[config.mk]
export PLATFORM = sky130hd
export DESIGN_NAME = seg_scan_display
export DESIGN_NICKNAME = d
export VERILOG_FILES = /design/src/rtl/j17_display_pkg.sv /design/src/rtl/hex_to_seg7.sv /design/src/rtl/seg_scan_display.sv
export SDC_FILE = /design/constraint.sdc
export NUM_CORES = 1
export LEC_CHECK = 0
export BUFFER_PORTS_ARGS = -buffer_cell sky130_fd_sc_hd__buf_2
export CAP_MARGIN = 20
export CORE_ASPECT_RATIO = 1.2
export CORE_UTILIZATION = 60
export DETAILED_ROUTE_END_ITERATION = 8
export GPL_ROUTABILITY_DRIVEN = 0
export PLACE_DENSITY = 0.79
export SYNTH_ARGS = -nofsm -noshare
export SYNTH_HDL_FRONTEND = slang
export SYNTH_SLANG_ARGS = --single-unit
[constraint.sdc]
create_clock -name clock -period 4.57 [get_ports clock]
set_clock_uncertainty 0.2 [all_clocks]
set_input_delay 0.914 -clock clock [delete_from_list [all_inputs] [get_ports clock]]
set_output_delay 0.914 -clock clock [all_outputs]
set_load 0.01 [all_outputs]
[src/rtl/j17_display_pkg.sv]
// Shared constants for the J17 hex display: glyph table, blank pattern and digit index type.
// Glyphs are active-low with bit order g..a, so bit 0 drives segment a.
package j17_display_pkg;

  localparam int NUM_DIGITS_C = 8;

  localparam logic [6:0] SEG_BLANK = 7'h7F;

  localparam logic [6:0] GLYPH [16] = '{
    7'h40, 7'h79, 7'h24, 7'h30, 7'h19, 7'h12, 7'h02, 7'h78,
    7'h00, 7'h10, 7'h08, 7'h03, 7'h46, 7'h21, 7'h06, 7'h0E
  };

  typedef logic [2:0] digit_idx_t;

endpackage

[src/rtl/hex_to_seg7.sv]
// Combinational nibble-to-glyph decoder for one 7-segment digit (active-low segments).
module hex_to_seg7
  import j17_display_pkg::*;
(
  input  logic [3:0] nibble,
  output logic [6:0] seg_n
);

  always_comb begin
    seg_n = GLYPH[nibble];
  end

endmodule

[src/rtl/seg_scan_display.sv]
// Shadow-latched 32-bit hex display scanned across 8 multiplexed 7-segment digits.
// Optional macro SEG_LEADING_ZERO_BLANK_EN blanks leading zero digits (digit 0 always shown).
module seg_scan_display
  import j17_display_pkg::*;
#(
  parameter int REFRESH_DIV = 50000,
  parameter int NUM_DIGITS  = 8
) (
  input  logic        clock,
  input  logic        reset_n,
  input  logic [31:0] value,
  input  logic        load,
  input  logic        hold,
  output logic [6:0]  seg,
  output logic [7:0]  an,
  output logic        dp
);

  localparam int CW = $clog2(REFRESH_DIV);
  localparam logic [CW-1:0] TERM = CW'(REFRESH_DIV - 1);

  if (NUM_DIGITS != NUM_DIGITS_C || REFRESH_DIV < 2 || REFRESH_DIV > (1 << 20)) begin : g_bad_param
    $error("seg_scan_display: NUM_DIGITS must be 8 and REFRESH_DIV within 2..2^20");
  end

  logic [31:0]   shadow_q, shadow_d;
  logic [CW-1:0] cnt_q, cnt_d;
  digit_idx_t    idx_q, idx_d;
  logic [7:0]    an_q, an_d;
  logic [6:0]    seg_q, seg_d;
  logic          dp_q, dp_d;
  logic          tick;

  logic [6:0] glyph [NUM_DIGITS_C];
  logic [7:0] upper_zero;

  for (genvar gi = 0; gi < NUM_DIGITS_C; gi++) begin : g_dec
    hex_to_seg7 u_dec (
      .nibble (shadow_q[gi*4 +: 4]),
      .seg_n  (glyph[gi])
    );
  end

`ifdef SEG_LEADING_ZERO_BLANK_EN
  // Digit k blanks when every nibble from k upward is zero; digit 0 never blanks.
  assign upper_zero[0] = 1'b0;
  for (genvar gi = 1; gi < NUM_DIGITS_C; gi++) begin : g_lz
    assign upper_zero[gi] = ~|(shadow_q >> (gi * 4));
  end
`else
  assign upper_zero = '0;
`endif

  assign tick = (cnt_q == TERM);

  always_comb begin
    cnt_d    = tick ? '0 : cnt_q + 1'b1;
    idx_d    = tick ? idx_q + 3'd1 : idx_q;
    shadow_d = (load && !hold) ? value : shadow_q;
    // Outputs follow the pre-edge idx/shadow, giving one register stage of latency.
    an_d     = ~(8'h01 << idx_q);
    seg_d    = upper_zero[idx_q] ? SEG_BLANK : glyph[idx_q];
    dp_d     = ~((idx_q == 3'd0) && (shadow_q != 32'h0));
  end

  always_ff @(posedge clock or negedge reset_n) begin
    if (!reset_n) begin
      shadow_q <= '0;
      cnt_q    <= '0;
      idx_q    <= '0;
      an_q     <= 8'hFF;
      seg_q    <= SEG_BLANK;
      dp_q     <= 1'b1;
    end else begin
      shadow_q <= shadow_d;
      cnt_q    <= cnt_d;
      idx_q    <= idx_d;
      an_q     <= an_d;
      seg_q    <= seg_d;
      dp_q     <= dp_d;
    end
  end

  assign seg = seg_q;
  assign an  = an_q;
  assign dp  = dp_q;

endmodule
* Yosys cells after proc, flatten, opt, wreduce, memory -nomap -nowiden
Memory sizes are Yosys's and may differ from the RTL's. Index checks and enable logic that the tools add are counted.
Storage, ports and cells: bits in registers 67, memory bits (read-only) 904, bits of input ports 36, output and inout bits 16, memories 9
Cells by class: $add $sub $neg 2, $lt $le $gt $ge 10, equal/unequal tests 1, shift operators 1, multiplexer cells 22, bitwise gates (word level) 11, reduce and logical (&&, ||, !) cells 5
Memory list:
- (name not given) | words 16, bits a word 7, read ports 1, clocked after Yosys merged registers in 0, write ports 0, line hex_to_seg7.sv:10 | seg_n = GLYPH[nibble];
- (name not given) | words 16, bits a word 7, read ports 1, clocked after Yosys merged registers in 0, write ports 0, line hex_to_seg7.sv:10
- (name not given) | words 16, bits a word 7, read ports 1, clocked after Yosys merged registers in 0, write ports 0, line hex_to_seg7.sv:10
- (name not given) | words 16, bits a word 7, read ports 1, clocked after Yosys merged registers in 0, write ports 0, line hex_to_seg7.sv:10
- (name not given) | words 16, bits a word 7, read ports 1, clocked after Yosys merged registers in 0, write ports 0, line hex_to_seg7.sv:10
- (name not given) | words 16, bits a word 7, read ports 1, clocked after Yosys merged registers in 0, write ports 0, line hex_to_seg7.sv:10
- 3 more memories
Operators with widths (count):
- $mux 7 | 19
- $ge 5x5->1 const B | 8
- $not 4->5 | 8
- $reduce_bool 32->1 | 1
- $bmux 7 s3 | 1
- $add 16x1->16 const B | 1
- $eq 16x16->1 const B | 1
- $mux 16 | 1
- $not 8->8 | 1
- $shl 1x3->8 const A | 1
- $ge 4x4->1 const B | 1
- $lt 3x4->1 const B | 1
- $not 3->4 | 1
- $add 3x1->3 const B | 1
- $logic_not 3->1 | 1
- $logic_and 1x1->1 | 2
- $logic_not 1->1 | 1
- $mux 1 | 1
- $not 1->1 | 1

* Longest topological paths before layout
Gate-level depths: netlist of the first run.
word-level depth 8, depth in mapped cells 7, gate-level depth less buffers 7

* Hierarchy
Synthesis of the first run repeated with hierarchy kept, for this count alone.
Unflattened totals: cells, all modules 486, area, all modules 5285.1 µm²
Modules (own cells, without submodules):
- seg_scan_display | times used 1, cells an instance 230, area an instance 3083.0 µm², sequential area each 1696.6 µm²
- hex_to_seg7 | times used 8, cells an instance 32, area an instance 275.3 µm², sequential area each 0.0 µm²

* Worst setup path after synthesis of the first run
Ideal clock, no wire load.
path type input port to flip-flop, from in load, to reg shadow_q[5], library setup time 83 ps, arrival 1885 ps, required time 4287 ps, setup slack 2403 ps, stages 5, cells stage by stage nor2b_1 > clkbuf_1 > clkbuf_1 > nand2_1 > o21ai_0
On the way: cells in the longest elaborated chain, start to end 1
RTL lines:
- start: declaration | line seg_scan_display.sv:12 | input logic load,
- $logic_and 1x1->1 | line seg_scan_display.sv:59 | shadow_d = (load && !hold) ? value : shadow_q;
- end signal: assignment | line seg_scan_display.sv:75 | shadow_q <= shadow_d;
- end: declaration | line seg_scan_display.sv:26 | logic [31:0] shadow_q, shadow_d;
No other way between the ends. A chain may end at the register's enable or synchronous reset.

* Worst setup path in the final report of the first run
from reg idx_q[0], to reg seg_q[0], in the netlist seg[0]
On the way: cells in the longest elaborated chain, start to end 5, elaborated cells between the ends (all ways) 7
RTL lines:
- start: declaration | line seg_scan_display.sv:28 | digit_idx_t idx_q, idx_d;
- start signal: assignment | line seg_scan_display.sv:77 | idx_q <= idx_d;
- $not 3->4 (not written as such) | line seg_scan_display.sv:62 | seg_d = upper_zero[idx_q] ? SEG_BLANK : glyph[idx_q];
- $bmux 7 s3 | line seg_scan_display.sv:62
- $mux 7 (not written as such) (2 in a row) | line seg_scan_display.sv:62
- $mux 7 * | line seg_scan_display.sv:62
- net seg_d[0] | line seg_scan_display.sv:30 | logic [6:0] seg_q, seg_d;
- end signal: assignment | line seg_scan_display.sv:79 | seg_q <= seg_d;
- end: declaration | line seg_scan_display.sv:30
The timed path passes the listed nets; every way through them passes the cells marked *. The select of a mux whose other input is x is not followed.

==> results.txt, run 1 <==
- The first global-routing pass estimated 18,400 µm of wire.
* Core box area: 8150 µm²
- In this run the power density over the cells is 313 nW/µm².
- STA classifies the critical path startpoint as a flip-flop.
* Maximum fanout along the worst path: 29
* Residual antenna-violating net count after detailed routing: 0
* Placement Setup Slack: 1.68 ns
- In this run the core area contains 36 standard-cell rows.
- Prevailing post-synth register cell: sky130_fd_sc_hd__dfrtp_1
- Max-slew headroom at the worst pin: 0.380
- Syn avg cell area: 9.76 µm²
* Fraction of the yosys area taken by sequential cells: 0.334
* Endpoints failing hold: 0
* Synth Warn #: 0
* Synth top area cells: sky130_fd_sc_hd__dfrtp_1 25%, sky130_fd_sc_hd__ha_1 16%, sky130_fd_sc_hd__dfstp_2 8.3%, sky130_fd_sc_hd__mux2_2 7.5%, sky130_fd_sc_hd__mux2i_1 3.7%
- Post-detail-place hpwl: 8010 µm
* Area share of the leading cell type in the synthesized netlist: 0.251
* Clock transition at path regs: 0.08 ns
- The synthesized design contains 67 register bits.
- Critical path arrival: 3.07 ns
- In this run the vertical extent of the chip is 103 µm.
* Leakage dissipation: 2.50 nW
- Average wire per standard cell: 16.4 µm
- Layout-stage area growth over the synthesis result: 9.75%
- The layout has 640 filler cells.
- Overflow after GRT: 0
* Area of the die: 8840 µm²
- Slowest stage cell on the critical path: sky130_fd_sc_hd__dfrtp_1
- Clock tree from TritonCTS: built
- Number of sinks handled by clock tree synthesis: 67
- The die is 86.0 µm wide.
* Hold path cells: 1
* Remaining routing DRC violations: 0
- Counting every net in the synthesized netlist gives 620.
- Buffers added to address setup during post-CTS repair amount to 0.
- Cell count after synthesis: 521
* Fraction of the core area covered by cells at the end of the flow: 0.684
* Critical Path Sink Type: flip-flop
- Logic depth of the worst register-to-register path: 3
- With fillers left out, the area of the finished cells amounts to 5580 µm².
* Ys async rst share: 1.00
* H-tree lvl count: 3
* List of most frequent post-synthesis cells: 63 x sky130_fd_sc_hd__ha_1, 51 x sky130_fd_sc_hd__dfrtp_1, 41 x sky130_fd_sc_hd__nand2_1, 34 x sky130_fd_sc_hd__mux2_2, 33 x sky130_fd_sc_hd__o21ai_0
* Sum of routed wire length over all layers: 11,000 µm
* Highest Clock Rate: 336 MHz
- For this run, the total global-route usage over all layers was measured as 0.268.
* Setup repair after global routing missed its margin: false
* TritonCTS Buffers: 9
- Max-capacitance violation count: 0
- For the pin with the worst max-slew slack, the measured transition is 0.931 ns.
* Result of the run: finished clean
* Root buffer cell: sky130_fd_sc_hd__clkbuf_8
- Entering global routing, the biggest net connects 50 pins.
* Quantity of hold-fixing buffers added after cts: 0
* Vias per std cell: 5.98
- Number of vias after detailed routing: 4,009
- Cell with the most instances after synthesis: sky130_fd_sc_hd__ha_1
- Data required, critical path: 4.66 ns
- The largest single stage delay on the critical path is 0.94 ns.
- Layout cells sized above 1: 0.237
- Antenna violations before repair: 0
- Hold timing on the final database bottoms out at a slack of 0.308 ns.
- Number of enable-type register cells in the synthesized netlist: 0
- Post-Route Setup TNS: 0 ns
- Post-layout net count: 650
* Cell-by-cell listing of the critical path: clkinv_1, mux4_2, mux2_2
* Vias in the first global route: 3,892
- Diodes inserted: 0
- In this run the cell area of the synthesized design comes to 5080 µm².
- Distinct cell type count after synthesis: 60
- Io pins: 52
- The max-slew violation total from the final report is 0.
- In this run, the number of DRC markers left after iteration 0 of detailed routing was 230.
* Clock insertion delay at the later pin of the skew report: 0.37 ns
- The worst path needs 2.98 ns of the cycle, external delays included.
* Final period utilization: 0.652
- Type of the most critical hold path: reg2reg
* # setup viols final: 0
- During placement, the flow inserted port buffers numbering 51.
* DRT Pass-1 Iters: 5
- In this run the deepest clock path goes through 2 buffers.
- Instance area after placement: 5330 µm²
* Starting utilization of the core area: 0.623
* Largest area contributor in the netlist: sky130_fd_sc_hd__dfrtp_1
* Slack of the critical path: 1.59 ns
- In this run, post-CTS repair resized a total of 0 instances.
- The critical path in this run is classified as reg2reg.
* Max IR drop VDD: 219 µV
metrics by stage:
stage                     cells  total power, mW
after floorplan             521             1.11
after global placement      652             1.23
after detailed placement    652             1.25
after CTS                   668             1.75
after global routing        670             1.85
final                       670             1.74
cell usage in the layout, fill, tap and decap left out, types with 3 or more instances in the layout:
| cell type | n |
|---|---|
| sky130_fd_sc_hd__and3_1 | 4 |
| sky130_fd_sc_hd__a311oi_1 | 4 |
| sky130_fd_sc_hd__a21oi_1 | 15 |
| sky130_fd_sc_hd__nor2_1 | 30 |
| sky130_fd_sc_hd__nor2b_1 | 6 |
| sky130_fd_sc_hd__ha_1 | 63 |
| sky130_fd_sc_hd__a31oi_1 | 12 |
| sky130_fd_sc_hd__o31ai_1 | 5 |
| sky130_fd_sc_hd__nand3_1 | 15 |
| sky130_fd_sc_hd__nand4_1 | 3 |
| sky130_fd_sc_hd__clkbuf_8 | 9 |
| sky130_fd_sc_hd__nand2_1 | 41 |
| sky130_fd_sc_hd__nor3_1 | 13 |
| sky130_fd_sc_hd__a211oi_1 | 5 |
| sky130_fd_sc_hd__buf_2 | 51 |
| sky130_fd_sc_hd__inv_1 | 28 |
| sky130_fd_sc_hd__xnor2_1 | 7 |
| sky130_fd_sc_hd__nand3b_1 | 5 |
| sky130_fd_sc_hd__a221oi_1 | 10 |
| sky130_fd_sc_hd__o21ai_0 | 33 |
| sky130_fd_sc_hd__dfstp_2 | 16 |
| sky130_fd_sc_hd__o211ai_1 | 8 |
| sky130_fd_sc_hd__dfrtp_1 | 51 |
| sky130_fd_sc_hd__mux2i_1 | 19 |
| sky130_fd_sc_hd__xor2_1 | 7 |
| sky130_fd_sc_hd__nand2b_1 | 9 |
| sky130_fd_sc_hd__mux2_2 | 34 |
| sky130_fd_sc_hd__mux4_2 | 7 |
cell type report:
| type | instances | area (µm²) | share of cell area |
|---|---|---|---|
| clock buffer | 10 | 128 | 0.0229 |
| sequential | 67 | 1700 | 0.304 |
| timing repair buffer | 54 | 318 | 0.0570 |
| multi-input combinational | 390 | 3120 | 0.559 |
| inverter | 29 | 109 | 0.0195 |
| clock inverter | 6 | 65.1 | 0.0117 |
| tap | 114 | 143 | 0.0256 |
report_power, final:
part,leakage (nW),switching [mW],internal (mW)
clock network,0.0966,0.240,0.253
registers,0.804,0.118,0.654
logic,1.60,0.237,0.243
registers in the layout, summed over array words and instances, names as in the netlist:
register	flops
shadow_q	32
cnt_q	16
an	8
seg	7
idx_q	3
dp	1
worst paths after layout:
kind	slack, ns	to	startpoint
setup / recovery	1.59	seg[0]	idx_q[0]
hold / removal	0.31	cnt_q[0]	cnt_q[0]
setup reg to reg	1.59	seg[0]	idx_q[0]
hold reg to reg	0.31	cnt_q[0]	cnt_q[0]
max in group asynchronous	2.91	an[7]	reset_n
min in group asynchronous	0.34	shadow_q[27]	reset_n
layer usage:
| layer | vias up | routed length (µm) | track usage |
|---|---|---|---|
| met1 | 1961 | 4820 | 0.337 |
| met2 | 97 | 5460 | 0.443 |
| met5 | - | 0 | 0 |
| met4 | 0 | 300 | 0.133 |
| met3 | 21 | 444 | 0.0512 |
| li1 | 1930 | - | - |
worst max-delay path: cells and delay by family (launching register included):
family	cells	cell delay, ns
muxes	2	0.97
buffers and inverters	1	0.80
DFF	1	0.94
logic make-up (layout without fill, tap and decap cells):
family	count (synthesis)	after routing	share of synthesized area
simple gates	144	144	0.146
compound gates	109	109	0.143
flops	67	67	0.334
buf+inv	64	99	0.0539
fa+ha+maj	63	63	0.155
mux	60	60	0.144
xor+xnor	14	14	0.0241
Note: power is estimated with default switching activity, not from simulation.
==> run 2: changes to the inputs <==
- ABC_AREA: not set -> 1
- clock period: 4.57 -> 2.9 ns (I/O delays scaled with it)
==> results.txt, run 2 <==
- The post-place setup slack was 0.882 ns (was 1.68 ns).
- The combined flip-flop and latch cell area came to 1700 µm² (unchanged).
- Result of the run: finished clean (unchanged).
- The required arrival time at the worst endpoint is 3.00 ns (was 4.66 ns).
* IO buf count: 51 (unchanged)
- Largest area contributor in the netlist: sky130_fd_sc_hd__dfrtp_1 (unchanged)
- The combinational power share is 0.264 (was 0.275).
* Ys async rst share: 1.00 (unchanged)
* Leakage dissipation: 2.98 nW (was 2.50 nW)
* Post-Synthesis Cell Area: 5230 µm² (was 5080 µm²)
- The number of buffers inserted by hold repair at cts is 0 (unchanged).
- Slack of the critical path: 1.07 ns (was 1.59 ns)
* Cell Int Power: 1.68 mW (was 1.15 mW)
- The count of flip-flops with a built-in enable after synthesis is 0 (unchanged).
- DRT Pass-1 Iters: 5 (unchanged)
- The number of nets in the finished design is 875 (was 650).
- The number of DRC markers in iteration 0 came to 280 (was 230).
* Max-capacitance violation count: 0 (unchanged)
- The remaining routing DRC violations came to 0 (unchanged).
- Vertical die dimension: 104 µm (was 103 µm)
- The total of cells resized after clock tree synthesis was 0 (unchanged).
- The max-slew violation total from the final report came to 0 (unchanged).
* Actual transition at the worst max-transition pin: 0.813 ns (was 0.931 ns)
- The number of global-route vias before repair came to 4,690 (was 3,892).
- The most numerous cell type found on the critical path is sky130_fd_sc_hd__nand2_1.
- The share of synthesized area occupied by flip-flops and latches came to 0.325 (was 0.334).
- Fraction of power spent switching nets: 0.363 (was 0.341)
- The number of vias in the routed layout was 4,910 (was 4,009).
- The antenna diode count is 0 (unchanged).
- The net count after synthesis is 840 (was 620).
- Endpoints failing hold: 0 (unchanged)
* Largest buffer count on any clock path: 2 (unchanged)
- Syn avg cell area: 7.05 µm² (was 9.76 µm²)
* Distinct cell type count after synthesis: 32 (was 60)
- The tightest slew margin relative to the limit was 0.458 (was 0.380).
* Io pins: 52 (unchanged)
- Root buffer cell: sky130_fd_sc_hd__clkbuf_8 (unchanged)
- The critical path start-end classification was reg2reg (unchanged).
- The area growth from synthesis to final layout is 9.19% (was 9.75%).
* Startpoint kind of the worst setup timing path: flip-flop (unchanged)
- Post-Route Setup TNS: 0 ns (unchanged)
* CP max stage delay: 0.41 ns (was 0.94 ns)
- Most common cell after layout, fill and taps aside: sky130_fd_sc_hd__nand2_1 (was sky130_fd_sc_hd__ha_1)
* Wire length of the first global-routing pass: 20,300 µm (was 18,400 µm)
* Final standard cell area without fillers: 5710 µm² (was 5580 µm²)
- The class of the tightest hold or removal check is in2async (was reg2reg).
* Average wire per standard cell: 13.0 µm (was 16.4 µm)
* Prevailing post-synth register cell: sky130_fd_sc_hd__dfrtp_1 (unchanged)
* Max IR drop VDD: 266 µV (was 219 µV)
- Area share of and/or/nand/nor cells after synthesis: 0.364 (was 0.146)
- The half-perimeter wire length after placement is 8730 µm (was 8010 µm).
* Overflow after GRT: 0 (unchanged)
- The total number of H-tree levels is 3 (unchanged).
- Cell count after synthesis: 741 (was 521)
* Number of sinks handled by clock tree synthesis: 67 (unchanged)
- Maximum fanout along the worst path: 29 (unchanged)
- Final period demand of the worst path: 1.83 ns (was 2.98 ns)
* Die W: 87.2 µm (was 86.0 µm)
* Number of flip-flops under the largest register name: 32 (unchanged)
* Critical Path Sink Type: flip-flop (unchanged)
* # setup viols final: 0 (unchanged)
* Reg power frac: 0.435 (was 0.443)
- The floorplan row count was 36 (unchanged).
* Synth top area cells: sky130_fd_sc_hd__dfrtp_1 24%, sky130_fd_sc_hd__ha_1 15%, sky130_fd_sc_hd__nand3_1 14%, sky130_fd_sc_hd__nand2_1 14%, sky130_fd_sc_hd__dfstp_2 8.0% (was sky130_fd_sc_hd__dfrtp_1 25%, sky130_fd_sc_hd__ha_1 16%, sky130_fd_sc_hd__dfstp_2 8.3%, sky130_fd_sc_hd__mux2_2 7.5%, sky130_fd_sc_hd__mux2i_1 3.7%)
* Instance area after placement: 5510 µm² (was 5330 µm²)
- The adder and majority cell fraction of the synthesized area was 0.151 (was 0.155).
* Filler cell count in the final layout: 757 (was 640)
* Multi-input gate area: 3060 µm² (was 3120 µm²)
- The xor/xnor cell area share of the yosys netlist came to 0.0117 (was 0.0241).
* Antenna violations before repair: 0 (unchanged)
* Synth Warn #: 0 (unchanged)
* Sum of routed wire length over all layers: 11,700 µm (was 11,000 µm)
- The standard cell with the maximum stage delay on the critical path was sky130_fd_sc_hd__inv_2 (was sky130_fd_sc_hd__dfrtp_1).
- The ratio of final minimum period to clock period was 0.632 (was 0.652).
* Dominant combinational cell family by area after synthesis: simple AND/OR/NAND/NOR gates (was adder cells)
- Worst hold slack across all endpoints: 0.192 ns (was 0.308 ns)
* Net Switching: 961 µW (was 595 µW)
* Setup slack on the worst flop-to-flop path: 1.07 ns (was 1.59 ns)
- Clock share of power: 0.301 (was 0.282)
- Residual antenna-violating net count after detailed routing: 0 (unchanged)
* Clock tree from TritonCTS: built (unchanged)
- The number of buffers added for setup after CTS was 0 (unchanged).
- Register bit total from synthesis: 67 (unchanged)
- Cell-by-cell listing of the critical path: buf_4, inv_2, nor2_1, nand3_1, nand3_1, nand2_1, nand2_1, nand2_1 (was clkinv_1, mux4_2, mux2_2).
- The register bank with the most flops was shadow_q (unchanged).
- Vias per std cell: 5.49 (was 5.98)
* Top library cells by usage in the layout, fill and taps aside: 194 x sky130_fd_sc_hd__nand2_1, 148 x sky130_fd_sc_hd__nand3_1, 74 x sky130_fd_sc_hd__inv_1 (was 63 x sky130_fd_sc_hd__ha_1, 51 x sky130_fd_sc_hd__dfrtp_1, 51 x sky130_fd_sc_hd__buf_2)
- Setup repair after global routing missed its margin: false (unchanged)
* Cell with the most instances after synthesis: sky130_fd_sc_hd__nand2_1 (was sky130_fd_sc_hd__ha_1)
* Clock transition at path regs: 0.08 ns (about the same)
- The mux share of post-synthesis cell area was 0 (was 0.144).
- TritonCTS Buffers: 9 (unchanged)
- Core box area: 8290 µm² (was 8150 µm²)
- The total power divided by cell area came to 464 nW/µm² (was 313 nW/µm²).
- Global router's overall resource usage: 0.278 (was 0.268)
- List of most frequent post-synthesis cells: 195 x sky130_fd_sc_hd__nand2_1, 148 x sky130_fd_sc_hd__nand3_1, 74 x sky130_fd_sc_hd__inv_1, 63 x sky130_fd_sc_hd__ha_1, 59 x sky130_fd_sc_hd__nor2_1 (was 63 x sky130_fd_sc_hd__ha_1, 51 x sky130_fd_sc_hd__dfrtp_1, 41 x sky130_fd_sc_hd__nand2_1, 34 x sky130_fd_sc_hd__mux2_2, 33 x sky130_fd_sc_hd__o21ai_0)
- Starting utilization of the core area: 0.631 (was 0.623)
- Area share of the leading cell type in the synthesized netlist: 0.244 (was 0.251)
- The die area came to 9090 µm² (was 8840 µm²).
* Critical path arrival: 1.93 ns (was 3.07 ns)
- The maximum clock frequency is 546 MHz (was 336 MHz).
* Maximum number of pins on one net before global-route repair: 68 (was 50)
- The share of the synthesized area in compound gates (AO/OA/AOI/OAI) came to 0.0582 (was 0.143).
- Clock insertion delay at the later pin of the skew report: 0.36 ns (was 0.37 ns)
- Layout cells sized above 1: 0.136 (was 0.237)
[run 2: per-stage QoR]
stage / std cells / util / power [mW]
after CTS: 895 / 0.689 / 2.65
after floorplan: 741 / - / 1.66
after detailed placement: 879 / 0.664 / 1.86
after global placement: 879 / 0.664 / 1.83
after global routing: 895 / 0.689 / 2.83
final: 895 / 0.689 / 2.65
[run 2: cell type report]
cell class,count,area share
multi-input combinational,558,0.536
timing repair buffer,56,0.0513
inverter,84,0.0555
clock buffer,9,0.0217
clock inverter,7,0.0134
tap,114,0.0250
sequential,67,0.297
[run 2: logic make-up (layout without fill, tap and decap cells)]
kind of cell,Yosys count,after routing
simple gates,431,431
compound gates,57,57
flops,67,67
fa+ha+maj,63,63
xor+xnor,7,7
buf+inv,116,156
[run 2: power groups by stage]
stage | Sequential, mW | Combinational (mW) | Clock (mW)
global route | 1.17 | 0.809 | 0.855
CTS | 1.15 | 0.693 | 0.811
global placement | 1.16 | 0.667 | 0
floorplan | 1.10 | 0.560 | 0
finish | 1.15 | 0.699 | 0.797
detailed placement | 1.16 | 0.691 | 0
[run 2: final timing paths]
path / start / endpoint / depth (start not counted)
worst min-delay path: reset_n / cnt_q[9] / 2
worst min register to register: cnt_q[0] / cnt_q[0] / 1
worst max-delay path: idx_q[0] / seg[6] / 8
worst max register to register: idx_q[0] / seg[6] / 8
max in group asynchronous: reset_n / shadow_q[5] / 2
min in group clock: value[10] / shadow_q[10] / 3
[run 2: per-layer routing]
layer | up-vias | global-route usage | routed length (µm)
li1 | 2455 | - | -
met1 | 2265 | 0.325 | 4850
met2 | 154 | 0.488 | 5950
met3 | 36 | 0.0595 | 527
met4 | 0 | 0.111 | 344
met5 | - | 0 | 0
[run 2: worst max-delay path: cells and delay by family (launching register included)]
family | cells | cell delay [ns]
AND/OR/NAND/NOR | 6 | 0.56
flip-flops | 1 | 0.39
buffers and inverters | 2 | 0.61
